## src/rtl/oven_controller.sv

```systemverilog
// Microwave oven sequencer: accepts keypad digits, runs the cook/pause/done flow,
// and drives the digit timer's load, clear and one-second decrement controls.
module oven_controller #(
   parameter int TICKS_PER_SEC = 100,
   parameter int DONE_CYCLES   = 50
) (
   input  logic       clock,
   input  logic       clr,
   input  logic       key_valid,
   input  logic [3:0] key_data,
   input  logic       start,
   input  logic       stop,
   input  logic       door_closed,
   input  logic       timer_zero,
   output logic [3:0] timer_data,
   output logic       timer_loadn,
   output logic       timer_clrn,
   output logic       timer_en,
   output logic       mag_on,
   output logic       done,
   output logic [1:0] state
);

   localparam int PW = $clog2(TICKS_PER_SEC);
   localparam int DW = $clog2(DONE_CYCLES + 1);
   localparam logic [PW-1:0] PRESC_LAST = PW'(TICKS_PER_SEC - 1);
   localparam logic [DW-1:0] HOLD_INIT  = DW'(DONE_CYCLES);

   typedef enum logic [1:0] {
      S_IDLE  = 2'd0,
      S_COOK  = 2'd1,
      S_PAUSE = 2'd2,
      S_DONE  = 2'd3
   } state_t;

   state_t        state_reg;
   state_t        state_next;

   logic [PW-1:0] presc_reg;
   logic [DW-1:0] hold_reg;
   logic [1:0]    digit_count_reg;
   logic [3:0]    last_digit_reg;
   logic [3:0]    timer_data_reg;
   logic          timer_loadn_reg;
   logic          timer_clrn_reg;
   logic          timer_en_reg;
   logic          load_tail_reg;
   logic          post_rst_reg;

   logic          key_ok;
   logic          key_accept;
   logic          load_busy;
   logic          stop_clear;
   logic          cook_stay;
   logic          cook_from_idle;
   logic          presc_wrap;
   logic          digits_flush;

   // The shifted-out digit lands in the mod-6 tens stage, so it must be 5 or less.
   assign key_ok = (key_data <= 4'd9) && (digit_count_reg < 2'd3) &&
                   ((digit_count_reg == 2'd0) || (last_digit_reg <= 4'd5));
   assign key_accept = (state_reg == S_IDLE) && key_valid && !start && !stop && key_ok;

   // Busy while the load pulse is out and one cycle more, so timer_zero has settled.
   assign load_busy = !timer_loadn_reg || load_tail_reg;

   assign stop_clear     = stop && ((state_reg == S_IDLE) || (state_reg == S_PAUSE));
   assign cook_stay      = (state_reg == S_COOK) && (state_next == S_COOK);
   assign cook_from_idle = (state_reg == S_IDLE) && (state_next == S_COOK);
   assign presc_wrap     = cook_stay && (presc_reg == PRESC_LAST);
   assign digits_flush   = stop_clear || ((state_reg == S_DONE) && (state_next == S_IDLE));

   always_ff @(posedge clock) begin
      if (clr) begin
         state_reg <= S_IDLE;
      end else begin
         state_reg <= state_next;
      end
   end

   always_comb begin
      state_next = state_reg;
      case (state_reg)
         S_IDLE: begin
            if (!stop && start && door_closed && !timer_zero && !load_busy) begin
               state_next = S_COOK;
            end
         end
         S_COOK: begin
            if (!door_closed || stop) begin
               state_next = S_PAUSE;
            end else if (timer_zero) begin
               state_next = S_DONE;
            end
         end
         S_PAUSE: begin
            if (stop) begin
               state_next = S_IDLE;
            end else if (start && door_closed) begin
               state_next = S_COOK;
            end
         end
         default: begin
            if (stop || (hold_reg == DW'(1))) begin
               state_next = S_IDLE;
            end
         end
      endcase
   end

   always_comb begin
      state       = state_reg;
      mag_on      = (state_reg == S_COOK);
      done        = (state_reg == S_DONE);
      timer_data  = timer_data_reg;
      timer_loadn = timer_loadn_reg;
      timer_clrn  = timer_clrn_reg;
      timer_en    = timer_en_reg;
   end

   always_ff @(posedge clock) begin
      if (clr) begin
         presc_reg       <= '0;
         hold_reg        <= '0;
         digit_count_reg <= '0;
         last_digit_reg  <= '0;
         timer_data_reg  <= '0;
         timer_loadn_reg <= 1'b1;
         timer_clrn_reg  <= 1'b0;
         timer_en_reg    <= 1'b0;
         load_tail_reg   <= 1'b0;
         post_rst_reg    <= 1'b1;
      end else begin
         // Clear stays asserted for one cycle beyond reset release.
         post_rst_reg    <= 1'b0;
         timer_clrn_reg  <= !(post_rst_reg || stop_clear);
         timer_loadn_reg <= !key_accept;
         load_tail_reg   <= !timer_loadn_reg;
         timer_en_reg    <= presc_wrap;

         if (key_accept) begin
            timer_data_reg <= key_data;
         end

         if (digits_flush) begin
            digit_count_reg <= '0;
         end else if (key_accept) begin
            digit_count_reg <= digit_count_reg + 2'd1;
            last_digit_reg  <= key_data;
         end

         // Only cycles that stay in COOK advance the phase; PAUSE holds it.
         if (cook_from_idle) begin
            presc_reg <= '0;
         end else if (presc_wrap) begin
            presc_reg <= '0;
         end else if (cook_stay) begin
            presc_reg <= presc_reg + PW'(1);
         end

         if ((state_next == S_DONE) && (state_reg != S_DONE)) begin
            hold_reg <= HOLD_INIT;
         end else if (state_reg == S_DONE) begin
            hold_reg <= hold_reg - DW'(1);
         end
      end
   end

endmodule

```

## config.mk

```make
export PLATFORM = sky130hd
export DESIGN_NAME = oven_controller
export DESIGN_NICKNAME = d
export VERILOG_FILES = /design/src/rtl/oven_controller.sv
export SDC_FILE = /design/constraint.sdc
export NUM_CORES = 1
export LEC_CHECK = 0
export ABC_AREA = 1
export ABC_CLOCK_PERIOD_IN_PS = 3800
export BUFFER_PORTS_ARGS = -buffer_cell sky130_fd_sc_hd__buf_2
export CAP_MARGIN = 30
export CORE_MARGIN = 1.5
export CORE_UTILIZATION = 40
export CTS_BUF_LIST = sky130_fd_sc_hd__clkbuf_2
export DETAILED_ROUTE_END_ITERATION = 10
export SLEW_MARGIN = 20
export SYNTH_ARGS = -nofsm -noshare
export SYNTH_HDL_FRONTEND = slang
export SYNTH_SLANG_ARGS = --single-unit
```

## constraint.sdc

```tcl
create_clock -name clock -period 3.8 [get_ports clock]
set_clock_uncertainty 0.05 [all_clocks]
set_input_delay 0.19 -clock clock [delete_from_list [all_inputs] [get_ports clock]]
set_output_delay 0.19 -clock clock [all_outputs]
set_load 0.005 [all_outputs]
```

After elaboration in Yosys (flattened, before gate mapping)

Index checks and enable logic that the tools add are counted.

Register bits: 30
Output and inout port bits: 11
Logic and storage cells: 77

$add $sub $neg: 3
$lt $le $gt $ge: 3
Equal/unequal tests: 8
Mux-type cells: 10
Bitwise operators: 1
Reduce and logical (&&, ||, !) cells: 40

Operator list:

| cell                                                                   | count |
|---|---|
| 1-bit logical AND                                                      | 17 |
| 2-bit two-way mux                                                      | 6 |
| 6-bit two-way mux                                                      | 2 |
| 1-bit zero test                                                        | 8 |
| 7-bit by 1-bit adder with 7-bit output (second input constant)         | 1 |
| 7-bit equality test (second input constant)                            | 1 |
| 1-bit logical OR                                                       | 7 |
| 2-bit equality test (second input constant)                            | 3 |
| 6-bit by 1-bit equality test with 1-bit output (second input constant) | 1 |
| 2-bit zero test                                                        | 3 |
| 2-bit one-hot mux with 3 select lines                                  | 1 |
| 6-bit by 1-bit subtractor with 6-bit output (second input constant)    | 1 |
| 2-bit by 1-bit equality test with 1-bit output (second input constant) | 2 |
| 4-bit by 3-bit <= comparator with 1-bit output (second input constant) | 1 |
| 4-bit <= comparator (second input constant)                            | 1 |
| 2-bit OR reduction                                                     | 2 |
| 3-bit OR reduction                                                     | 1 |
| 2-bit by 1-bit adder with 2-bit output (second input constant)         | 1 |
| 2-bit less-than comparator (second input constant)                     | 1 |
| 2-bit inequality test (second input constant)                          | 1 |
| 2-bit AND reduction                                                    | 1 |
| 2-bit nonzero test                                                     | 1 |
| 1-bit two-way mux                                                      | 1 |
| 1-bit inverter                                                         | 1 |

Longest topological paths before layout

Gate-level depths: netlist (run 1).

Depth in word-level cells: 12
Depth in mapped cells: 12
Depth with buffers taken out: 11

Worst setup path after synthesis (run 1)

OpenSTA, ideal clock, no wires.

Kind: register to register
From: register digit_count_reg[0]
To: register last_digit_reg[1]
Arrival: 1.371 ns
Required time: 3.634 ns
Path slack: 2.262 ns
Cell stages (with the launch flop): 9
Clock period less this slack: 1.538 ns
Path through: dfxtp_1 -> inv_1 -> ha_1 -> or2_2 -> nand2_1 -> inv_1 -> buf_2 -> o21ai_0 -> nor2_1

Longest elaborated chain between the ends: 5
Elaborated cells between the ends (all ways): 7

Ends and longest elaborated chain:

| element                                                              | RTL line | text |
|---|---|---|
| start, declared                                                      | 41       | `logic [1:0] digit_count_reg;` |
| start signal, assigned                                               | 148      | `digit_count_reg <= digit_count_reg + 2'd1;` |
| 2-bit less-than comparator / 2-bit zero test (equally long branches) | 60, 61   |  |
| 1-bit logical AND / 1-bit logical OR (equally long branches)         | 60, 61   |  |
| 1-bit logical AND (*)                                                | 60       | `assign key_ok = (key_data <= 4'd9) && (digit_count_reg < 2'd3) &&` |
| 1-bit logical AND (*)                                                | 62       | `assign key_accept = (state_reg == S_IDLE) && key_valid && !start && !stop && key_ok;` |
| 2-bit AND reduction (no line) (*)                                    | --       |  |
| end signal, assigned                                                 | 149      | `last_digit_reg <= key_data;` |
| end, declared                                                        | 42       | `logic [3:0] last_digit_reg;` |

Every way passes the cells marked *; elsewhere a longest branch is shown, timed or not.
A chain may end at the register's enable or synchronous reset.

Worst setup path in the final report (run 1)

From: register digit_count_reg[0]
To: register timer_data_reg[0] (netlist: timer_data[0])

Longest elaborated chain between the ends: 4
Elaborated cells between the ends (all ways): 6

Ends and longest elaborated chain:

| element                                                              | RTL line | text |
|---|---|---|
| 2-bit less-than comparator / 2-bit zero test (equally long branches) | 60, 61   |  |
| 1-bit logical AND / 1-bit logical OR (equally long branches)         | 60, 61   |  |
| 1-bit logical AND (*)                                                | 60       |  |
| 1-bit logical AND (*)                                                | 62       |  |
| end signal, assigned                                                 | 142      | `timer_data_reg <= key_data;` |
| end, declared                                                        | 43       | `logic [3:0] timer_data_reg;` |

Marked as above.

==> flow_summary.toml, run 1 <==
[final_layout]
mostFrequentLayoutCells = "44 x nor2_1, 35 x nand2_1, 29 x dfxtp_1"
fin_area_sq_um = 1664
finalNonFillerCells = 275
antenna-diode-count = 0
utilization_pct = 49.10
layout_cell_share_with_drive_strength_beyond_1_pct = 20.09
largest_register_ff_count = 7
syn2layout_area_growth_pct = 15.75
nets = 244
layout.cells.most_common = "nor2_1"

[synth]
syn-num-nets = 217
synth-warning-count = 0
post_synth_instance_area_sq_um = 1438
number_of_register_bits_inferred_by_synthesis = 29
syn_avg_cell_area_sq_um = 7.152
seq_area_frac_synth_pct = 40.38
postSynthCellCount = 201
synth_cell_type_count = 27

[clock_network]
cts_resized = 0
clkTransAtPathRegs_ps = 160
cts_max_level = 2
worst_skew_pair.late_latency_ps = 350
clk_path_buf_depth = 2
cts_tree = "yes"
clock_sinks = 29
buffer_type_at_the_clock_tree_root = "clkbuf_2"
cts_buffers = 5

[pwr]
share_clk_of_total_power_pct = 38.3
internal_power_mw = 0.4366
logic_gate_share_of_total_power_pct = 6.4
seq_power_share_pct = 55.3
sw_frac_of_total_pct = 22.80
design_power_total_mw = 0.5656
worst_ir_drop_vdd_mv = 0.2219
leak_pwr_nw = 0.7402
switching_power_mw = 0.1289
power_density_nw_per_um2 = 339.9

[worst_setup_path]
setup.reg_to_reg.worst_slack_ps = 2130
slowest_cell_on_crit_path = "dfxtp_1"
reg2reg_from = "digit_count_reg[0]$_SDFFE_PP0P_"
cp_common_cell = "inv_1"
critPathMaxStageDelay_ps = 390
r2r-end = "timer_data[0]$_SDFFE_PP0P_"
timing.critical_path.from_type = "register"
setup.worst_path.class = "register to register"
cp_cell_sequence = "inv_1 > ha_1 > or2_2 > nand2_1 > inv_1 > o21ai_0 > nor2_1"
ff2ff_path_depth = 7
critical_path_peak_fanout = 10
critPathRequiredTime_ps = 4010
crit_path_end_kind = "register"
arrival_ps = 1880

[grt]
overflow = 0
grt_first_pass_wirelength_um = 4795
track_usage_pct = 15.40
grt_antenna_before_repair = 0
pin_count_of_the_biggest_net_entering_global_routing = 15
first_global_vias = 1127

[min_path]
min_delay_worst_endpoint = "last_digit_reg[3]$_SDFFE_PP0P_"
worst_min_delay_path_category = "input pin to register"
min_path_cells = 3
hp-start = "key_data[3]"

[sta]
finalSetupViolations = 0
whs_ps = 40.56
max_slew.worst_pin.slew_ps = 373.3
grt_setup_unrepaired = "false"
min_period_over_period_pct = 43.99
finalCriticalPeriod_ps = 1672
final-hold-violation-count = 0
max_freq_ghz = 0.5982
worst_slew_margin_rel_pct = 75.09
slew_viol_final = 0
final.setup.tns_ps = 0
final_critical_path_setup_slack_ps = 2128

[routing]
routed_wire_length_per_instance_um = 9.833
wl_um = 2704
route.vias.total = 1250
detail_route.drc_violations = 0
drt-pass1-iter-count = 4
antenna_violating_nets_post_route = 0
vias_per_cell = 4.545
drt_iter0_drc = 21

[die]
initial_core_utilization_pct = 42.41
core-area_sq_um = 3390
design.die.area_sq_um = 3963
die_h_um = 62.95
io_pins = 22
floorplan.die.width_um = 62.95
core.rowCount = 21

[placed_design]
dpl-instance-area_sq_um = 1580
hpwlAfterDp_um = 2025
io_buffer_count = 21
gpl.final_weighted_congestion = 0.7372
placement.setup.worst_slack_ps = 2131
dp.cells = 265

[outcome]
run_status = "finished clean"

[flow_run]
cap_violations = 0
==> worst max path at each step <==
stage | startpoint | to | slack [ps] | depth (start not counted)
floorplan | digit_count_reg[0]$_SDFFE_PP0P_ | last_digit_reg[1]$_SDFFE_PP0P_ | 2260 | 8
global placement | digit_count_reg[0]$_SDFFE_PP0P_ | timer_data[1]$_SDFFE_PP0P_ | 2170 | 7
detailed placement | digit_count_reg[0]$_SDFFE_PP0P_ | timer_data[1]$_SDFFE_PP0P_ | 2130 | 7
CTS | digit_count_reg[0]$_SDFFE_PP0P_ | timer_data[0]$_SDFFE_PP0P_ | 2100 | 7
global route | digit_count_reg[0]$_SDFFE_PP0P_ | timer_data[1]$_SDFFE_PP0P_ | 1960 | 7
finish | digit_count_reg[0]$_SDFFE_PP0P_ | timer_data[0]$_SDFFE_PP0P_ | 2130 | 7
==> worst max-delay path: cells and delay by family, from the launching register on <==
family	cells	cell delay [ps]
simple gates	3	520
flops	1	390
buf+inv	2	260
fa+ha+maj	1	180
compound gates	1	180
==> Yosys cell counts <==
cell | n | area, sq um
inv_2 | 2 | 7.510
nand2_4 | 1 | 11.26
inv_1 | 23 | 86.33
clkinv_1 | 1 | 3.750
o21ai_0 | 8 | 40.04
buf_2 | 1 | 5.000
clkbuf_1 | 1 | 3.750
xnor2_1 | 4 | 35.03
clkinv_4 | 1 | 8.760
nor2_4 | 1 | 11.26
a31oi_1 | 2 | 12.51
xor2_1 | 2 | 17.52
nor2_1 | 44 | 165.2
dfxtp_1 | 29 | 580.6
nand3b_1 | 1 | 7.510
nand4_1 | 6 | 37.54
nor3_1 | 3 | 15.01
nand3_1 | 10 | 50.05
buf_6 | 1 | 11.26
nor2_2 | 6 | 37.54
o21a_1 | 1 | 7.510
a21oi_1 | 6 | 30.03
nand2_2 | 4 | 25.02
ha_1 | 5 | 62.56
nand4_4 | 1 | 21.27
nand2_1 | 35 | 131.4
or2_2 | 2 | 12.51
==> layer usage <==
layer | wire [um] | track usage [%]
met3 | 115 | 4.505
met1 | 1404 | 20.51
met4 | 39 | 7.500
met5 | 0 | 0
met2 | 1144 | 22.61
==> kinds of logic after synthesis <==
kind of cell             Yosys count  share of synthesized area, %
buffers and inverters             30                         8.789
AO/OA/AOI/OAI                     17                         6.267
XOR/XNOR                           6                         3.655
adder cells (fa/ha/maj)            5                         4.352
flip-flops                        29                         40.38
AND/OR/NAND/NOR                  114                         36.55
==> final cells by class <==
class	count	area, sq um
Fill cell	364	1725
Multi-Input combinational cell	142	730.7
Sequential cell	29	580.6
Timing Repair Buffer	23	125.1
Inverter	27	106.4
Tap cell	46	57.56
Clock inverter	2	33.78
Clock buffer	6	30.03
==> power groups by stage <==
stage | Sequential [mW] | Clock, mW | Combinational [mW]
2_1_floorplan | 0.319 | 0 | 0.0206
3_3_place_gp | 0.319 | 0 | 0.0354
3_5_place_dp | 0.319 | 0 | 0.0350
4_1_cts | 0.313 | 0.222 | 0.0359
5_1_grt | 0.314 | 0.233 | 0.0412
6_report | 0.313 | 0.217 | 0.0362
==> repair_timing <==
action / in CTS / in global routing
setup buffers: 0 / 0
hold endpoints to repair: 1 / 1
setup endpoints to repair: 0 / 0
hold buffers: 1 / 1
Power figures use the tool's default switching activity.
==> run 2, diff against run 1 <==
Settings changed: ABC_CLOCK_PERIOD_IN_PS 3800 to 1340.
Clock period 3.8 ns to 1.34 ns, I/O delays scaled along.
==> run 2 against run 1 <==
The run now ends with setup timing left. First-iteration DRC count increased by 9.5%. Clock power rose to 2.9 times the previous value. Largest cell class unchanged. Critical endpoint is now digit_count_reg[1]$_SDFFE_PP0P_. Count of clock-buffer cells in the layout is the same.
==> flow_summary.toml, run 2 (same netlist as run 1, synthesis figures left out) <==
[outcome]
run_status = "finished with violations"
violations_in_the_final_reports = "setup timing"

[die]
core.rowCount = 21
design.die.area_sq_um = 3963
die_h_um = 62.95
initial_core_utilization_pct = 42.41
core-area_sq_um = 3390
io_pins = 22
floorplan.die.width_um = 62.95

[sta]
whs_ps = 149.8
max_slew.worst_pin.slew_ps = 282.3
final-hold-violation-count = 0
final.setup.tns_ps = -1959
final_critical_path_setup_slack_ps = -144.0
slew_viol_final = 0
max_freq_ghz = 0.6738
grt_setup_unrepaired = "true"
min_period_over_period_pct = 110.7
worst_slew_margin_rel_pct = 81.16
finalSetupViolations = 23
finalCriticalPeriod_ps = 1484

[routing]
route.vias.total = 1361
route.layer.met1.wl_um = 1631
vias_per_cell = 4.448
topRoutingLayerUsed = "met4"
met2WireLength_um = 1388
wl_um = 3176
detail_route.drc_violations = 0
antenna_violating_nets_post_route = 0
met3WireLength_um = 128
routed_wire_length_per_instance_um = 10.38
drt-pass1-iter-count = 4
drt_iter0_drc = 23

[worst_setup_path]
arrival_ps = 1700
worst_path_dominant_cell_family = "simple AND/OR/NAND/NOR gates"
slowest_cell_on_crit_path = "dfxtp_4"
worst-path-buf-inv = 3
critPathRequiredTime_ps = 1550
cp_cell_sequence = "nor2_4 > buf_4 > buf_4 > nand4_1 > nor2_2 > nand2_4 > buf_6 > nand2_2 > a21oi_2"
critical_path_peak_fanout = 7
critPathMaxStageDelay_ps = 400
crit_path_end_kind = "register"
cp_common_cell = "buf_4"
setup.worst_path.class = "register to register"
timing.critical_path.from_type = "register"

[placed_design]
dpl-instance-area_sq_um = 1797
dp.cells = 290
gpl.final_weighted_congestion = 0.7871
hpwlAfterDp_um = 2158
io_buffer_count = 21
placement.setup.worst_slack_ps = -166.7

[clock_network]
cts_buffers = 5
buffer_type_at_the_clock_tree_root = "clkbuf_2"
clkTransAtPathRegs_ps = 160
worst_skew_pair.late_latency_ps = 350
cts_tree = "yes"
cts_max_level = 2
clock_sinks = 29
clk_path_buf_depth = 2

[final_layout]
fin_area_sq_um = 2100
layout.cells.most_common = "nor2_1"
utilization_pct = 61.94
antenna-diode-count = 0
largest_register_ff_count = 7
mostFrequentLayoutCells = "39 x nor2_1, 24 x nand2_1, 23 x buf_4"
filler_cell_count = 298
syn2layout_area_growth_pct = 46.04
nets = 275
finalNonFillerCells = 306
layout_cell_share_with_drive_strength_beyond_1_pct = 43.46

[grt]
overflow = 0
grt_antenna_before_repair = 0
first_global_vias = 1267
grt_first_pass_wirelength_um = 5368
pin_count_of_the_biggest_net_entering_global_routing = 11
track_usage_pct = 16.98

[pwr]
design_power_total_mw = 1.665
worst_ir_drop_vdd_mv = 0.4708
power_density_nw_per_um2 = 792.9
leak_pwr_nw = 0.9138

[flow_run]
cap_violations = 0

[min_path]
worst_min_delay_path_category = "input pin to register"
==> run 2: changes by cell type in the layout (fill, tap and decap cells not counted), moves of 6 or more <==
cell,before,now
nand2_2,4,11
o21ai_0,8,1
dfxtp_1,29,22
buf_4,0,23
o21ai_1,0,6
nand2_1,35,24
==> run 2: report_power, final <==
| part | internal (mW) | switching, mW |
|---|---|---|
| registers | 0.875 | 0.00927 |
| clock network | 0.319 | 0.305 |
| logic | 0.0718 | 0.0854 |
| total | 1.27 | 0.399 |
==> run 2: final cells by class <==
type,instances,area [sq um],area share [%]
Clock buffer,6,30.03,1.430
Clock inverter,2,33.78,1.609
Inverter,27,120.1,5.721
Multi-Input combinational cell,143,890.9,42.43
Sequential cell,29,594.3,28.31
Tap cell,46,57.56,2.741
Timing Repair Buffer,53,372.9,17.76
==> run 2: path summary, 6_finish.rpt <==
kind                         from                         endpoint  slack, ps  cells after the start
min                          stop              state[0]$_SDFF_PP0_        150                      6
max           state[1]$_SDFF_PP0_  digit_count_reg[1]$_SDFFE_PP0P_       -140                      9
max reg2reg   state[1]$_SDFF_PP0_  digit_count_reg[1]$_SDFFE_PP0P_       -140                      9
min reg2reg  post_rst_reg$_DFF_P_            timer_clrn$_SDFF_PP0_        360                      1
==> run 2: worst reg2reg max path: stages, from the launching register on <==
cell     delay (ps)
dfxtp_4         400
nor2_4          120
buf_4           110
buf_4           100
nand4_1         100
nor2_2          170
nand2_4         110
buf_6           140
nand2_2          60
a21oi_2          50
==> run 2: routing by layer <==
metal | up-vias | global-route usage (%)
met4 | 0 | 6.111
li1 | 748 | -
met5 | - | 0
met2 | 24 | 26.46
met1 | 585 | 22.02
met3 | 4 | 5.225
==> run 2: what timing repair did <==
| item | in CTS | in global routing |
|---|---|---|
| gates cloned | 1 | 0 |
| hold buffers | 5 | 0 |
| gates resized for setup | 20 | 27 |
| setup buffers | 0 | 2 |
| endpoints found under the setup margin | 25 | 26 |
| endpoints found under the hold margin | 13 | 0 |
| pin swaps | 14 | 15 |
==> run 3, diff against run 2 <==
==> constraint.sdc (replaced) <==
create_clock -name clock -period 1.34 [get_ports clock]
set_clock_uncertainty 0.05 [all_clocks]
set_input_delay 0.268 -clock clock [delete_from_list [all_inputs] [get_ports clock]]
set_output_delay 0.268 -clock clock [all_outputs]
set_load 0.005 [all_outputs]
==> run 3 against run 2 <==
The flow still finishes with violations (setup timing). Via count is 6.6% higher. Cell count is 3.3% higher. Clock power is 33% lower. Sequential power hardly changed. Design area is 4.9% higher. Sequential cell count stayed put. Hold slack worse by 65 ps. Wire length is 7.4% higher. Global-route usage is 1.6 points higher. Fmax is 4.7% lower. Combinational power is 15% higher. Highest routed layer unchanged.
==> flow_summary.toml, run 3 (same netlist as run 1, synthesis figures left out) <==
[outcome]
run_status = "finished with violations"
violations_in_the_final_reports = "setup timing"

[clock_network]
cts_buffers = 5
buffer_type_at_the_clock_tree_root = "clkbuf_2"
cts_max_level = 2
clock_sinks = 29
clkTransAtPathRegs_ps = 140
worst_skew_pair.late_latency_ps = 350
cts_tree = "yes"
clk_path_buf_depth = 2

[final_layout]
syn2layout_area_growth_pct = 53.26
seqCellArea_sq_um = 591.8
largest_register_ff_count = 7
multi_input_area_sq_um = 898.4
layout.cells.most_common = "nor2_1"
nets = 285
mostFrequentLayoutCells = "36 x nor2_1, 30 x buf_4, 26 x nand2_1"
fin_area_sq_um = 2203
utilization_pct = 65.01
filler_cell_count = 286
antenna-diode-count = 0
layout_cell_share_with_drive_strength_beyond_1_pct = 46.30

[worst_setup_path]
arrival_ps = 1240
ff2ff_path_depth = 11
cp_cell_sequence = "buf_4 > nand2_4 > clkinv_4 > buf_6 > buf_6"
worst_path_dominant_cell_family = "buffers and inverters"
critical_path_peak_fanout = 4
worst-path-buf-inv = 4
startpoint_of_the_worst_setup_timing_path = "state[0]$_SDFF_PP0_"
crit_path_end_kind = "output pin"
setup.reg_to_reg.worst_slack_ps = -210
cp_common_cell = "buf_6"
critPathRequiredTime_ps = 1020
critPathMaxStageDelay_ps = 390
timing.critical_path.from_type = "register"
slowest_cell_on_crit_path = "dfxtp_4"
r2r-end = "presc_reg[6]$_SDFFE_PP0P_"
reg2reg_from = "state[0]$_SDFF_PP0_"
setup.worst_path.class = "register to output pin"

[pwr]
power_density_nw_per_um2 = 671.5
worst_ir_drop_vdd_mv = 0.5813
design_power_total_mw = 1.480
leak_pwr_nw = 0.9841

[routing]
drt_iter0_drc = 56
routed_wire_length_per_instance_um = 10.79
antenna_violating_nets_post_route = 0
drt-pass1-iter-count = 4
detail_route.drc_violations = 0
wl_um = 3411
route.vias.total = 1451
vias_per_cell = 4.592

[grt]
most_crowded_layer_after_global_routing = "met2"
grt_first_pass_wirelength_um = 5796
overflow = 0
grt.met3_usage_pct = 5.946
first_global_vias = 1359
grt_use_met2_pct = 30.72
global_route.usage.met1_pct = 22.72
pin_count_of_the_biggest_net_entering_global_routing = 10
grt_antenna_before_repair = 0
track_usage_pct = 18.54

[sta]
finalCriticalPeriod_ps = 1557
min_period_over_period_pct = 116.2
final_critical_path_setup_slack_ps = -217.1
final-hold-violation-count = 0
slew_viol_final = 0
finalSetupViolations = 27
worst_slew_margin_rel_pct = 76.03
max_slew.worst_pin.slew_ps = 356.8
grt_setup_unrepaired = "true"
max_freq_ghz = 0.6422

[min_path]
min_delay_worst_endpoint = "post_rst_reg$_DFF_P_"
worst_min_delay_path_category = "input pin to register"
hp-start = "clr"
min_path_cells = 1

[die]
die_h_um = 62.95
core.rowCount = 21
design.die.area_sq_um = 3963
floorplan.die.width_um = 62.95
core-area_sq_um = 3390
initial_core_utilization_pct = 42.41
io_pins = 22

[placed_design]
dpl-instance-area_sq_um = 1819
placement.setup.worst_slack_ps = -184.4
gpl.final_weighted_congestion = 0.7847
io_buffer_count = 21
hpwlAfterDp_um = 2217

[flow_run]
cap_violations = 0
## run 3: changes by cell type in the layout (fill, tap and decap cells not counted), moves of 4 or more
cell,previous run,this run
buf_6,4,15
buf_4,23,30
buf_2,21,16
dlygate4sd3_1,5,0
nand2_2,11,7
## run 3: worst max-delay path by stage
stage                                end  slack, ps  cells past startpoint
2_1_floorplan  presc_reg[4]$_SDFFE_PP0P_        -50                     11
3_3_place_gp   presc_reg[4]$_SDFFE_PP0P_       -180                     11
3_5_place_dp   presc_reg[4]$_SDFFE_PP0P_       -180                     11
4_1_cts        presc_reg[4]$_SDFFE_PP0P_       -200                     11
5_1_grt        presc_reg[4]$_SDFFE_PP0P_       -320                     12
6_report                            done       -220                      5
## run 3: what timing repair did
action                     CTS  global route
setup endpoints to repair   25            30
resized for setup           37            22
pin swaps                   17            17
gates cloned                 2             0
buffers inserted             7             6
hold buffers                 0             0
## run 3: stage by stage
| step | instances | TNS [ps] | hold WS, ps |
|---|---|---|---|
| CTS | 310 | -3705 | 48.14 |
| global placement | 293 | -2218 | 333.4 |
| floorplan | 201 | -236.5 | 245.7 |
| global route | 316 | -6638 | 47.06 |
| finish | 316 | -4103 | 84.74 |
| detailed placement | 293 | -2509 | 333.5 |
## run 3: cell type report
class / instances / share of cell area, %
Clock buffer: 5 / 1.136
Timing Repair inverter: 1 / 0.2839
Timing Repair Buffer: 62 / 22.43
Inverter: 27 / 5.338
Clock inverter: 3 / 0.5679
Tap cell: 46 / 2.612
Sequential cell: 29 / 26.86
Multi-Input combinational cell: 143 / 40.77
## run 3: routing by layer
metal  vias up  part of all wire (%)
met1       647                    47
met5         -                     0
met3         4                   4.5
met2        29                    48
met4         0                   1.2
li1        771                     -
## run 3: power breakdown
group | internal, mW | total [mW] | leakage, nW | switching [mW]
Clock | 0.114 | 0.416 | 0.0278 | 0.302
Sequential | 0.875 | 0.883 | 0.237 | 0.00866
Combinational | 0.0850 | 0.180 | 0.719 | 0.0953
